**config.mk**
```make
export PLATFORM = sky130hd
export DESIGN_NAME = hazard_scoreboard_flat
export DESIGN_NICKNAME = d
export VERILOG_FILES = /design/src/rtl/hazard_scoreboard_if.sv /design/src/rtl/hazard_scoreboard.sv /design/src/flat_wrapper.sv
export SDC_FILE = /design/constraint.sdc
export NUM_CORES = 1
export LEC_CHECK = 0
export ABC_AREA = 1
export CORE_ASPECT_RATIO = 0.75
export CORE_MARGIN = 4
export CORE_UTILIZATION = 35
export DETAILED_ROUTE_END_ITERATION = 8
export HOLD_SLACK_MARGIN = 0.02
export SYNTH_ARGS = -nofsm -noshare
export SYNTH_HDL_FRONTEND = slang
export SYNTH_SLANG_ARGS = --single-unit
export TNS_END_PERCENT = 100
```
**constraint.sdc**
```tcl
create_clock -name clk -period 7.84 [get_ports clk]
set_input_delay 2.352 -clock clk [delete_from_list [all_inputs] [get_ports clk]]
set_output_delay 2.352 -clock clk [all_outputs]
set_load 0.05 [all_outputs]
```
**src/rtl/hazard_scoreboard_if.sv**
```systemverilog
// Pipeline-side bundle for the hazard scoreboard: decode/EX/MEM/WB register and control
// taps in, stall/forward/scoreboard status out.
interface hazard_scoreboard_if #(
  parameter int unsigned AW    = 5,
  parameter int unsigned CNT_W = 16
);
  localparam int unsigned NREG = 2 ** AW;

  logic            valid_d;
  logic [AW-1:0]   rs_d, rt_d, wr_reg_d;
  logic            use_rs_d, use_rt_d, br_rs_d, br_rt_d, reg_write_d, md_d;
  logic [AW-1:0]   rs_e, rt_e, wr_reg_e;
  logic            reg_write_e, mem_to_reg_e;
  logic [AW-1:0]   rt_m, wr_reg_m;
  logic            reg_write_m, mem_to_reg_m, link_m;
  logic [AW-1:0]   wr_reg_w;
  logic            reg_write_w;
  logic            md_wb_valid;
  logic [AW-1:0]   md_wb_reg;
  logic            clr_cnt;
  logic            stall_f, stall_d, flush_e;
  logic [1:0]      fwd_a_d, fwd_b_d, fwd_a_e, fwd_b_e;
  logic            fwd_m;
  logic            md_busy;
  logic [NREG-1:0] sb_pending;
  logic [CNT_W-1:0] stall_cycles;

  modport master (
    output valid_d, rs_d, rt_d, wr_reg_d, use_rs_d, use_rt_d, br_rs_d, br_rt_d, reg_write_d,
           md_d, rs_e, rt_e, wr_reg_e, reg_write_e, mem_to_reg_e, rt_m, wr_reg_m, reg_write_m,
           mem_to_reg_m, link_m, wr_reg_w, reg_write_w, md_wb_valid, md_wb_reg, clr_cnt,
    input  stall_f, stall_d, flush_e, fwd_a_d, fwd_b_d, fwd_a_e, fwd_b_e, fwd_m, md_busy,
           sb_pending, stall_cycles
  );

  modport slave (
    input  valid_d, rs_d, rt_d, wr_reg_d, use_rs_d, use_rt_d, br_rs_d, br_rt_d, reg_write_d,
           md_d, rs_e, rt_e, wr_reg_e, reg_write_e, mem_to_reg_e, rt_m, wr_reg_m, reg_write_m,
           mem_to_reg_m, link_m, wr_reg_w, reg_write_w, md_wb_valid, md_wb_reg, clr_cnt,
    output stall_f, stall_d, flush_e, fwd_a_d, fwd_b_d, fwd_a_e, fwd_b_e, fwd_m, md_busy,
           sb_pending, stall_cycles
  );
endinterface

```
**src/rtl/hazard_scoreboard.sv**
```systemverilog
// Hazard detection, forwarding selects and multi-cycle-unit scoreboard for a 5-stage pipeline,
// with a saturating stall-cycle performance counter.
module hazard_scoreboard #(
  parameter int unsigned AW     = 5,
  parameter int unsigned MD_LAT = 4,
  parameter int unsigned CNT_W  = 16
) (
  input logic              clk,
  input logic              rst,
  hazard_scoreboard_if.slave bus
);
  localparam int unsigned NREG = 2 ** AW;
  localparam int unsigned MdW  = 8;
  localparam logic [MdW-1:0] MdLat = MdW'(MD_LAT);

  logic [NREG-1:0]  sb_q, sb_d;
  logic [MdW-1:0]   md_cnt_q, md_cnt_d;
  logic [CNT_W-1:0] stall_cnt_q, stall_cnt_d;
  logic             md_busy, stall, issue, rs_used, rt_used;
  logic             h1, h2, h3, h4, h5;

  // Register 0 is hard-wired zero, so it never participates in a match.
  function automatic logic hit(input logic [AW-1:0] a, input logic [AW-1:0] b);
    return (a == b) && (a != '0);
  endfunction

  function automatic logic [1:0] fwd_id_sel(input logic [AW-1:0] src, input logic [AW-1:0] wr_m,
                                            input logic rw_m, input logic mtr_m, input logic lnk_m,
                                            input logic [AW-1:0] wr_w, input logic rw_w);
    if (hit(src, wr_m) && rw_m && lnk_m)       return 2'b11;
    else if (hit(src, wr_m) && rw_m && !mtr_m) return 2'b01;
    else if (hit(src, wr_w) && rw_w)           return 2'b10;
    else                                       return 2'b00;
  endfunction

  function automatic logic [1:0] fwd_ex_sel(input logic [AW-1:0] src, input logic [AW-1:0] wr_m,
                                            input logic rw_m, input logic [AW-1:0] wr_w,
                                            input logic rw_w);
    if (hit(src, wr_m) && rw_m)      return 2'b01;
    else if (hit(src, wr_w) && rw_w) return 2'b10;
    else                             return 2'b00;
  endfunction

  assign md_busy = (md_cnt_q != '0);

  always_comb begin
    rs_used = bus.use_rs_d | bus.br_rs_d;
    rt_used = bus.use_rt_d | bus.br_rt_d;
    h1 = bus.mem_to_reg_e & bus.reg_write_e &
         ((rs_used & hit(bus.rs_d, bus.wr_reg_e)) | (rt_used & hit(bus.rt_d, bus.wr_reg_e)));
    h2 = bus.reg_write_e &
         ((bus.br_rs_d & hit(bus.rs_d, bus.wr_reg_e)) |
          (bus.br_rt_d & hit(bus.rt_d, bus.wr_reg_e)));
    h3 = bus.reg_write_m & bus.mem_to_reg_m &
         ((bus.br_rs_d & hit(bus.rs_d, bus.wr_reg_m)) |
          (bus.br_rt_d & hit(bus.rt_d, bus.wr_reg_m)));
    // Registered scoreboard only: a same-cycle md writeback does not release the stall.
    h4 = (rs_used & (bus.rs_d != '0) & sb_q[bus.rs_d]) |
         (rt_used & (bus.rt_d != '0) & sb_q[bus.rt_d]) |
         (bus.reg_write_d & (bus.wr_reg_d != '0) & sb_q[bus.wr_reg_d]);
    h5 = bus.md_d & md_busy;
    stall = ~rst & bus.valid_d & (h1 | h2 | h3 | h4 | h5);
    issue = bus.valid_d & ~stall;
  end

  always_comb begin
    sb_d = sb_q;
    if (bus.md_wb_valid) sb_d[bus.md_wb_reg] = 1'b0;
    if (issue && bus.md_d && bus.reg_write_d && (bus.wr_reg_d != '0)) sb_d[bus.wr_reg_d] = 1'b1;

    if (issue && bus.md_d) md_cnt_d = MdLat;
    else if (md_busy)      md_cnt_d = md_cnt_q - 1'b1;
    else                   md_cnt_d = md_cnt_q;

    if (bus.clr_cnt)                  stall_cnt_d = '0;
    else if (stall && !(&stall_cnt_q)) stall_cnt_d = stall_cnt_q + 1'b1;
    else                              stall_cnt_d = stall_cnt_q;
  end

  always_ff @(posedge clk) begin
    if (rst) begin
      sb_q        <= '0;
      md_cnt_q    <= '0;
      stall_cnt_q <= '0;
    end else begin
      sb_q        <= sb_d;
      md_cnt_q    <= md_cnt_d;
      stall_cnt_q <= stall_cnt_d;
    end
  end

  assign bus.stall_f      = stall;
  assign bus.stall_d      = stall;
  assign bus.flush_e      = stall;
  assign bus.md_busy      = md_busy;
  assign bus.sb_pending   = sb_q;
  assign bus.stall_cycles = stall_cnt_q;
  assign bus.fwd_a_d = fwd_id_sel(bus.rs_d, bus.wr_reg_m, bus.reg_write_m, bus.mem_to_reg_m,
                                  bus.link_m, bus.wr_reg_w, bus.reg_write_w);
  assign bus.fwd_b_d = fwd_id_sel(bus.rt_d, bus.wr_reg_m, bus.reg_write_m, bus.mem_to_reg_m,
                                  bus.link_m, bus.wr_reg_w, bus.reg_write_w);
  assign bus.fwd_a_e = fwd_ex_sel(bus.rs_e, bus.wr_reg_m, bus.reg_write_m, bus.wr_reg_w,
                                  bus.reg_write_w);
  assign bus.fwd_b_e = fwd_ex_sel(bus.rt_e, bus.wr_reg_m, bus.reg_write_m, bus.wr_reg_w,
                                  bus.reg_write_w);
  assign bus.fwd_m   = (bus.rt_m == bus.wr_reg_w) & bus.reg_write_w & (bus.wr_reg_w != '0);
endmodule
```
**src/flat_wrapper.sv**
```systemverilog
// flat-port wrapper written by rule: the top's interface ports become plain ports
module hazard_scoreboard_flat 
#(
  parameter int unsigned AW     = 5,
  parameter int unsigned MD_LAT = 4,
  parameter int unsigned CNT_W  = 16
)
  (clk, rst, bus_valid_d, bus_rs_d, bus_rt_d, bus_wr_reg_d, bus_use_rs_d, bus_use_rt_d, bus_br_rs_d, bus_br_rt_d, bus_reg_write_d, bus_md_d, bus_rs_e, bus_rt_e, bus_wr_reg_e, bus_reg_write_e, bus_mem_to_reg_e, bus_rt_m, bus_wr_reg_m, bus_reg_write_m, bus_mem_to_reg_m, bus_link_m, bus_wr_reg_w, bus_reg_write_w, bus_md_wb_valid, bus_md_wb_reg, bus_clr_cnt, bus_stall_f, bus_stall_d, bus_flush_e, bus_fwd_a_d, bus_fwd_b_d, bus_fwd_a_e, bus_fwd_b_e, bus_fwd_m, bus_md_busy, bus_sb_pending, bus_stall_cycles);
  hazard_scoreboard_if #(.AW(AW), .CNT_W(CNT_W)) bus_i ();
  input logic clk;
  input logic rst;
  input wire logic [$bits(bus_i.valid_d)-1:0] bus_valid_d;
  input wire logic [$bits(bus_i.rs_d)-1:0] bus_rs_d;
  input wire logic [$bits(bus_i.rt_d)-1:0] bus_rt_d;
  input wire logic [$bits(bus_i.wr_reg_d)-1:0] bus_wr_reg_d;
  input wire logic [$bits(bus_i.use_rs_d)-1:0] bus_use_rs_d;
  input wire logic [$bits(bus_i.use_rt_d)-1:0] bus_use_rt_d;
  input wire logic [$bits(bus_i.br_rs_d)-1:0] bus_br_rs_d;
  input wire logic [$bits(bus_i.br_rt_d)-1:0] bus_br_rt_d;
  input wire logic [$bits(bus_i.reg_write_d)-1:0] bus_reg_write_d;
  input wire logic [$bits(bus_i.md_d)-1:0] bus_md_d;
  input wire logic [$bits(bus_i.rs_e)-1:0] bus_rs_e;
  input wire logic [$bits(bus_i.rt_e)-1:0] bus_rt_e;
  input wire logic [$bits(bus_i.wr_reg_e)-1:0] bus_wr_reg_e;
  input wire logic [$bits(bus_i.reg_write_e)-1:0] bus_reg_write_e;
  input wire logic [$bits(bus_i.mem_to_reg_e)-1:0] bus_mem_to_reg_e;
  input wire logic [$bits(bus_i.rt_m)-1:0] bus_rt_m;
  input wire logic [$bits(bus_i.wr_reg_m)-1:0] bus_wr_reg_m;
  input wire logic [$bits(bus_i.reg_write_m)-1:0] bus_reg_write_m;
  input wire logic [$bits(bus_i.mem_to_reg_m)-1:0] bus_mem_to_reg_m;
  input wire logic [$bits(bus_i.link_m)-1:0] bus_link_m;
  input wire logic [$bits(bus_i.wr_reg_w)-1:0] bus_wr_reg_w;
  input wire logic [$bits(bus_i.reg_write_w)-1:0] bus_reg_write_w;
  input wire logic [$bits(bus_i.md_wb_valid)-1:0] bus_md_wb_valid;
  input wire logic [$bits(bus_i.md_wb_reg)-1:0] bus_md_wb_reg;
  input wire logic [$bits(bus_i.clr_cnt)-1:0] bus_clr_cnt;
  output wire logic [$bits(bus_i.stall_f)-1:0] bus_stall_f;
  output wire logic [$bits(bus_i.stall_d)-1:0] bus_stall_d;
  output wire logic [$bits(bus_i.flush_e)-1:0] bus_flush_e;
  output wire logic [$bits(bus_i.fwd_a_d)-1:0] bus_fwd_a_d;
  output wire logic [$bits(bus_i.fwd_b_d)-1:0] bus_fwd_b_d;
  output wire logic [$bits(bus_i.fwd_a_e)-1:0] bus_fwd_a_e;
  output wire logic [$bits(bus_i.fwd_b_e)-1:0] bus_fwd_b_e;
  output wire logic [$bits(bus_i.fwd_m)-1:0] bus_fwd_m;
  output wire logic [$bits(bus_i.md_busy)-1:0] bus_md_busy;
  output wire logic [$bits(bus_i.sb_pending)-1:0] bus_sb_pending;
  output wire logic [$bits(bus_i.stall_cycles)-1:0] bus_stall_cycles;
  assign bus_i.valid_d = bus_valid_d;
  assign bus_i.rs_d = bus_rs_d;
  assign bus_i.rt_d = bus_rt_d;
  assign bus_i.wr_reg_d = bus_wr_reg_d;
  assign bus_i.use_rs_d = bus_use_rs_d;
  assign bus_i.use_rt_d = bus_use_rt_d;
  assign bus_i.br_rs_d = bus_br_rs_d;
  assign bus_i.br_rt_d = bus_br_rt_d;
  assign bus_i.reg_write_d = bus_reg_write_d;
  assign bus_i.md_d = bus_md_d;
  assign bus_i.rs_e = bus_rs_e;
  assign bus_i.rt_e = bus_rt_e;
  assign bus_i.wr_reg_e = bus_wr_reg_e;
  assign bus_i.reg_write_e = bus_reg_write_e;
  assign bus_i.mem_to_reg_e = bus_mem_to_reg_e;
  assign bus_i.rt_m = bus_rt_m;
  assign bus_i.wr_reg_m = bus_wr_reg_m;
  assign bus_i.reg_write_m = bus_reg_write_m;
  assign bus_i.mem_to_reg_m = bus_mem_to_reg_m;
  assign bus_i.link_m = bus_link_m;
  assign bus_i.wr_reg_w = bus_wr_reg_w;
  assign bus_i.reg_write_w = bus_reg_write_w;
  assign bus_i.md_wb_valid = bus_md_wb_valid;
  assign bus_i.md_wb_reg = bus_md_wb_reg;
  assign bus_i.clr_cnt = bus_clr_cnt;
  assign bus_stall_f = bus_i.stall_f;
  assign bus_stall_d = bus_i.stall_d;
  assign bus_flush_e = bus_i.flush_e;
  assign bus_fwd_a_d = bus_i.fwd_a_d;
  assign bus_fwd_b_d = bus_i.fwd_b_d;
  assign bus_fwd_a_e = bus_i.fwd_a_e;
  assign bus_fwd_b_e = bus_i.fwd_b_e;
  assign bus_fwd_m = bus_i.fwd_m;
  assign bus_md_busy = bus_i.md_busy;
  assign bus_sb_pending = bus_i.sb_pending;
  assign bus_stall_cycles = bus_i.stall_cycles;
  hazard_scoreboard #(.AW(AW), .MD_LAT(MD_LAT), .CNT_W(CNT_W)) u_core (.clk(clk), .rst(rst), .bus(bus_i));
endmodule
```
==> results.toml <==
[flow_run]
drv_cap = 0

[clock_network]
cts_buffer_depth = 2
path_clk_slew_ps = 80
ctsResizeCount = 0
post-cts-setup-buffer-count = 0
h-tree-depth = 2
clkLatencyLatePin_ps = 300
cts_hold_buf = 0
cts.sinks = 56
cts_root_buf = "clkbuf_16"
cts_tree = "done"
cts_made_buffers = 5

[detailed_routing]
drt-pass1-iter-count = 5
drc = 0
vias_per_cell = 5.43
wl_per_cell_um = 16.6
num_vias = 5956
postRouteAntennaNets = 0
first_iter_violations = 505
wirelength_um = 18300

[finish]
multiInputGateArea_um2 = 3220
final_util_pct = 46.5
drive_gt1_share_pct = 5.31
syn2layout_area_growth_pct = 30.2
n_fill_cell = 1473
seqCellArea_um2 = 1120
antenna_cells = 0
nets = 990

[setup_path]
rr_worst_depth = 16
rr_startpoint = "u_core.md_cnt_q[0]"
reg2reg_to = "u_core.md_cnt_q[4]"
start_kind = "primary input"
crit_slowest_cell = "clkdlybuf4s50_1"
path_class = "primary input to output pin"
crit_chain = "clkdlybuf4s50_1 -> inv_2 -> nand2_1 -> nor2_2 -> nor2_1 -> nand3_1 -> a21oi_1 -> clkdlybuf4s50_1"
required_ps = 5490
max_stage_delay_ps = 820
cp_max_fo = 12
crit_top_cell = "clkdlybuf4s50_1"
cp.arrival_ps = 4830
r2r_slack_ps = 5150
cp-end-kind = "output pin"

[grt]
grt_pass1_vias = 5398
grt_first_pass_wirelength_um = 28700
grt_max_degree = 37
antenna_found_initial = 0
grt_overflow = 0
groute.usage.overall_pct = 22.6

[floorplanning]
core_area_um2 = 13700
die_area_um2 = 15900
rows = 37
io-pin-count = 128
start_util_pct = 35.7
die_y_um = 110
die_w_um = 145

[hold_path]
min_path_type = "flip-flop to flip-flop"
hp-start = "u_core.md_cnt_q[0]"
holdPathStages = 2
min_to = "u_core.md_cnt_q[0]"

[sta]
finalMaxSlewViolations = 0
fin_worst_skew_ps = 11.2
report.final.hold_viol_count = 0
grt_setup_unrepaired = "false"
min_period_ps = 7190
fin_tns_setup_ps = 0
relSlewSlack_pct = 33.4
fmax_mhz = 139
setup_viol = 0
fin_ws_ps = 654
min_period_over_period_pct = 91.7
worst-slew-pin-transition_ps = 998

[power]
ir_worst_vdd_mv = 0.222
power_density_nw_per_um2 = 141
p_leak_nw = 2.39

[placed_design]
place_congestion = 0.923
place_worst_setup_slack_ps = 718
place_hpwl_um = 13500
portBuffers = 127

[synthesis]
postSynthAreaPerCell_um2 = 5.98
synth_cells = 818
syn_area_um2 = 4890
ys_ff_latch = 56
synth_nets = 887
ys.warnings.count = 0
seq_area_frac_synth_pct = 22.9
synth_cell_type_count = 40

[status]
outcome = "finished, final reports clean"
==> cell usage after synthesis <==
library cell | instances | share of area [%]
inv_1 | 63 | 4.8
clkbuf_1 | 7 | 0.54
a221oi_1 | 2 | 0.36
inv_4 | 1 | 0.13
a211oi_1 | 1 | 0.15
inv_2 | 12 | 0.92
nand3b_1 | 1 | 0.15
nor2_2 | 3 | 0.38
o2111a_1 | 1 | 0.23
nand4_1 | 59 | 7.5
o2111ai_1 | 4 | 0.72
clkbuf_2 | 1 | 0.10
dfxtp_1 | 56 | 23
o32ai_1 | 2 | 0.36
a21oi_1 | 70 | 7.2
o31ai_1 | 1 | 0.15
nand2_4 | 2 | 0.46
buf_1 | 1 | 0.077
o22ai_1 | 4 | 0.51
nor2_1 | 71 | 5.4
nor4_1 | 6 | 0.77
nor3_2 | 1 | 0.20
buf_2 | 19 | 1.9
nand3_1 | 81 | 8.3
o21ai_0 | 48 | 4.9
xor2_1 | 19 | 3.4
or2_1 | 1 | 0.13
buf_4 | 5 | 0.77
nand2_1 | 216 | 17
or2_2 | 4 | 0.51
nand2_2 | 1 | 0.13
o21ai_1 | 5 | 0.51
ha_1 | 2 | 0.51
xnor2_1 | 23 | 4.1
nor3_1 | 12 | 1.2
o221ai_1 | 1 | 0.18
o211ai_1 | 1 | 0.15
buf_6 | 8 | 1.8
nand3_4 | 1 | 0.36
or4_1 | 2 | 0.31
==> per-layer routing <==
metal	vias to the layer above	GRT usage, %	share of wire, %
met4	0	4.46	1.1
met3	18	4.53	9.6
met5	-	0	0
met2	271	32.5	40
met1	2699	34.7	50
li1	2968	-	-
==> sequential cells by signal, indices dropped and copies added, names as in the netlist <==
name,count
u_core.bus.stall_cycles,16
u_core.md_cnt_q,8
u_core.bus.sb_pending,32
==> layout by cell type (no fill, tap or decap), drive strengths merged, types with 6 or more instances in the layout <==
master,instances
buf,16
dfxtp,56
o21ai,53
a21oi,70
nand4,59
nor3,13
nand3,82
nor4,6
nor2,74
clkdlybuf4s50,121
xor2,19
nand2,219
xnor2,23
inv,77
==> how the worst max path moves through the flow <==
stage	to	slack, ps	start
floorplan	bus_fwd_a_e[1]	450	bus_wr_reg_m[4]
global placement	bus_fwd_b_d[0]	750	bus_rt_d[1]
detailed placement	bus_fwd_b_d[0]	720	bus_rt_d[1]
CTS	bus_fwd_b_d[0]	710	bus_rt_d[1]
global route	bus_fwd_b_d[0]	500	bus_rt_d[1]
finish	bus_fwd_b_d[0]	650	bus_rt_d[1]
==> cells by family (layout without fill, tap and decap cells) <==
family / after synthesis / after routing / share of synthesized area, %
DFF: 56 / 56 / 22.9
AOI/OAI and AO/OA: 140 / 140 / 15.4
xor gates and xnor gates: 42 / 42 / 7.52
adders and majority gates: 2 / 2 / 0.512
and+or+nand+nor: 461 / 461 / 42.5
buffers and inverters: 117 / 221 / 11.2
==> stage by stage <==
| stage | total power, mW | hold WS (ps) | instance area [µm²] | instances |
|---|---|---|---|---|
| 2_1_floorplan | 0.559 | 436 | 4890 | 818 |
| 3_3_place_gp | 0.668 | 449 | 6220 | 1089 |
| 3_5_place_dp | 0.666 | 457 | 6220 | 1089 |
| 4_1_cts | 0.904 | 468 | 6370 | 1097 |
| 5_1_grt | 0.956 | 511 | 6370 | 1097 |
| 6_report | 0.899 | 470 | 6370 | 1097 |
==> report_power, final <==
group | leakage, nW | internal, mW | switching (mW)
combinational | 1.87 | 0.126 | 0.219
clock | 0.0742 | 0.120 | 0.113
sequential | 0.453 | 0.304 | 0.0156
total | 2.39 | 0.551 | 0.348
==> worst max-delay path: cells and delay by family <==
kind	cells	cell delay (ps)
AOI/OAI and AO/OA	1	150
buffers and inverters	3	1840
and+or+nand+nor	4	470
==> cell type report <==
cell class	count	area share, %
Clock inverter	3	0.354
Tap cell	175	3.44
Multi-Input combinational cell	645	50.6
Inverter	76	4.52
Timing Repair Buffer	137	21.5
Sequential cell	56	17.6
Clock buffer	5	1.96
(Power assumes the default switching activity.)
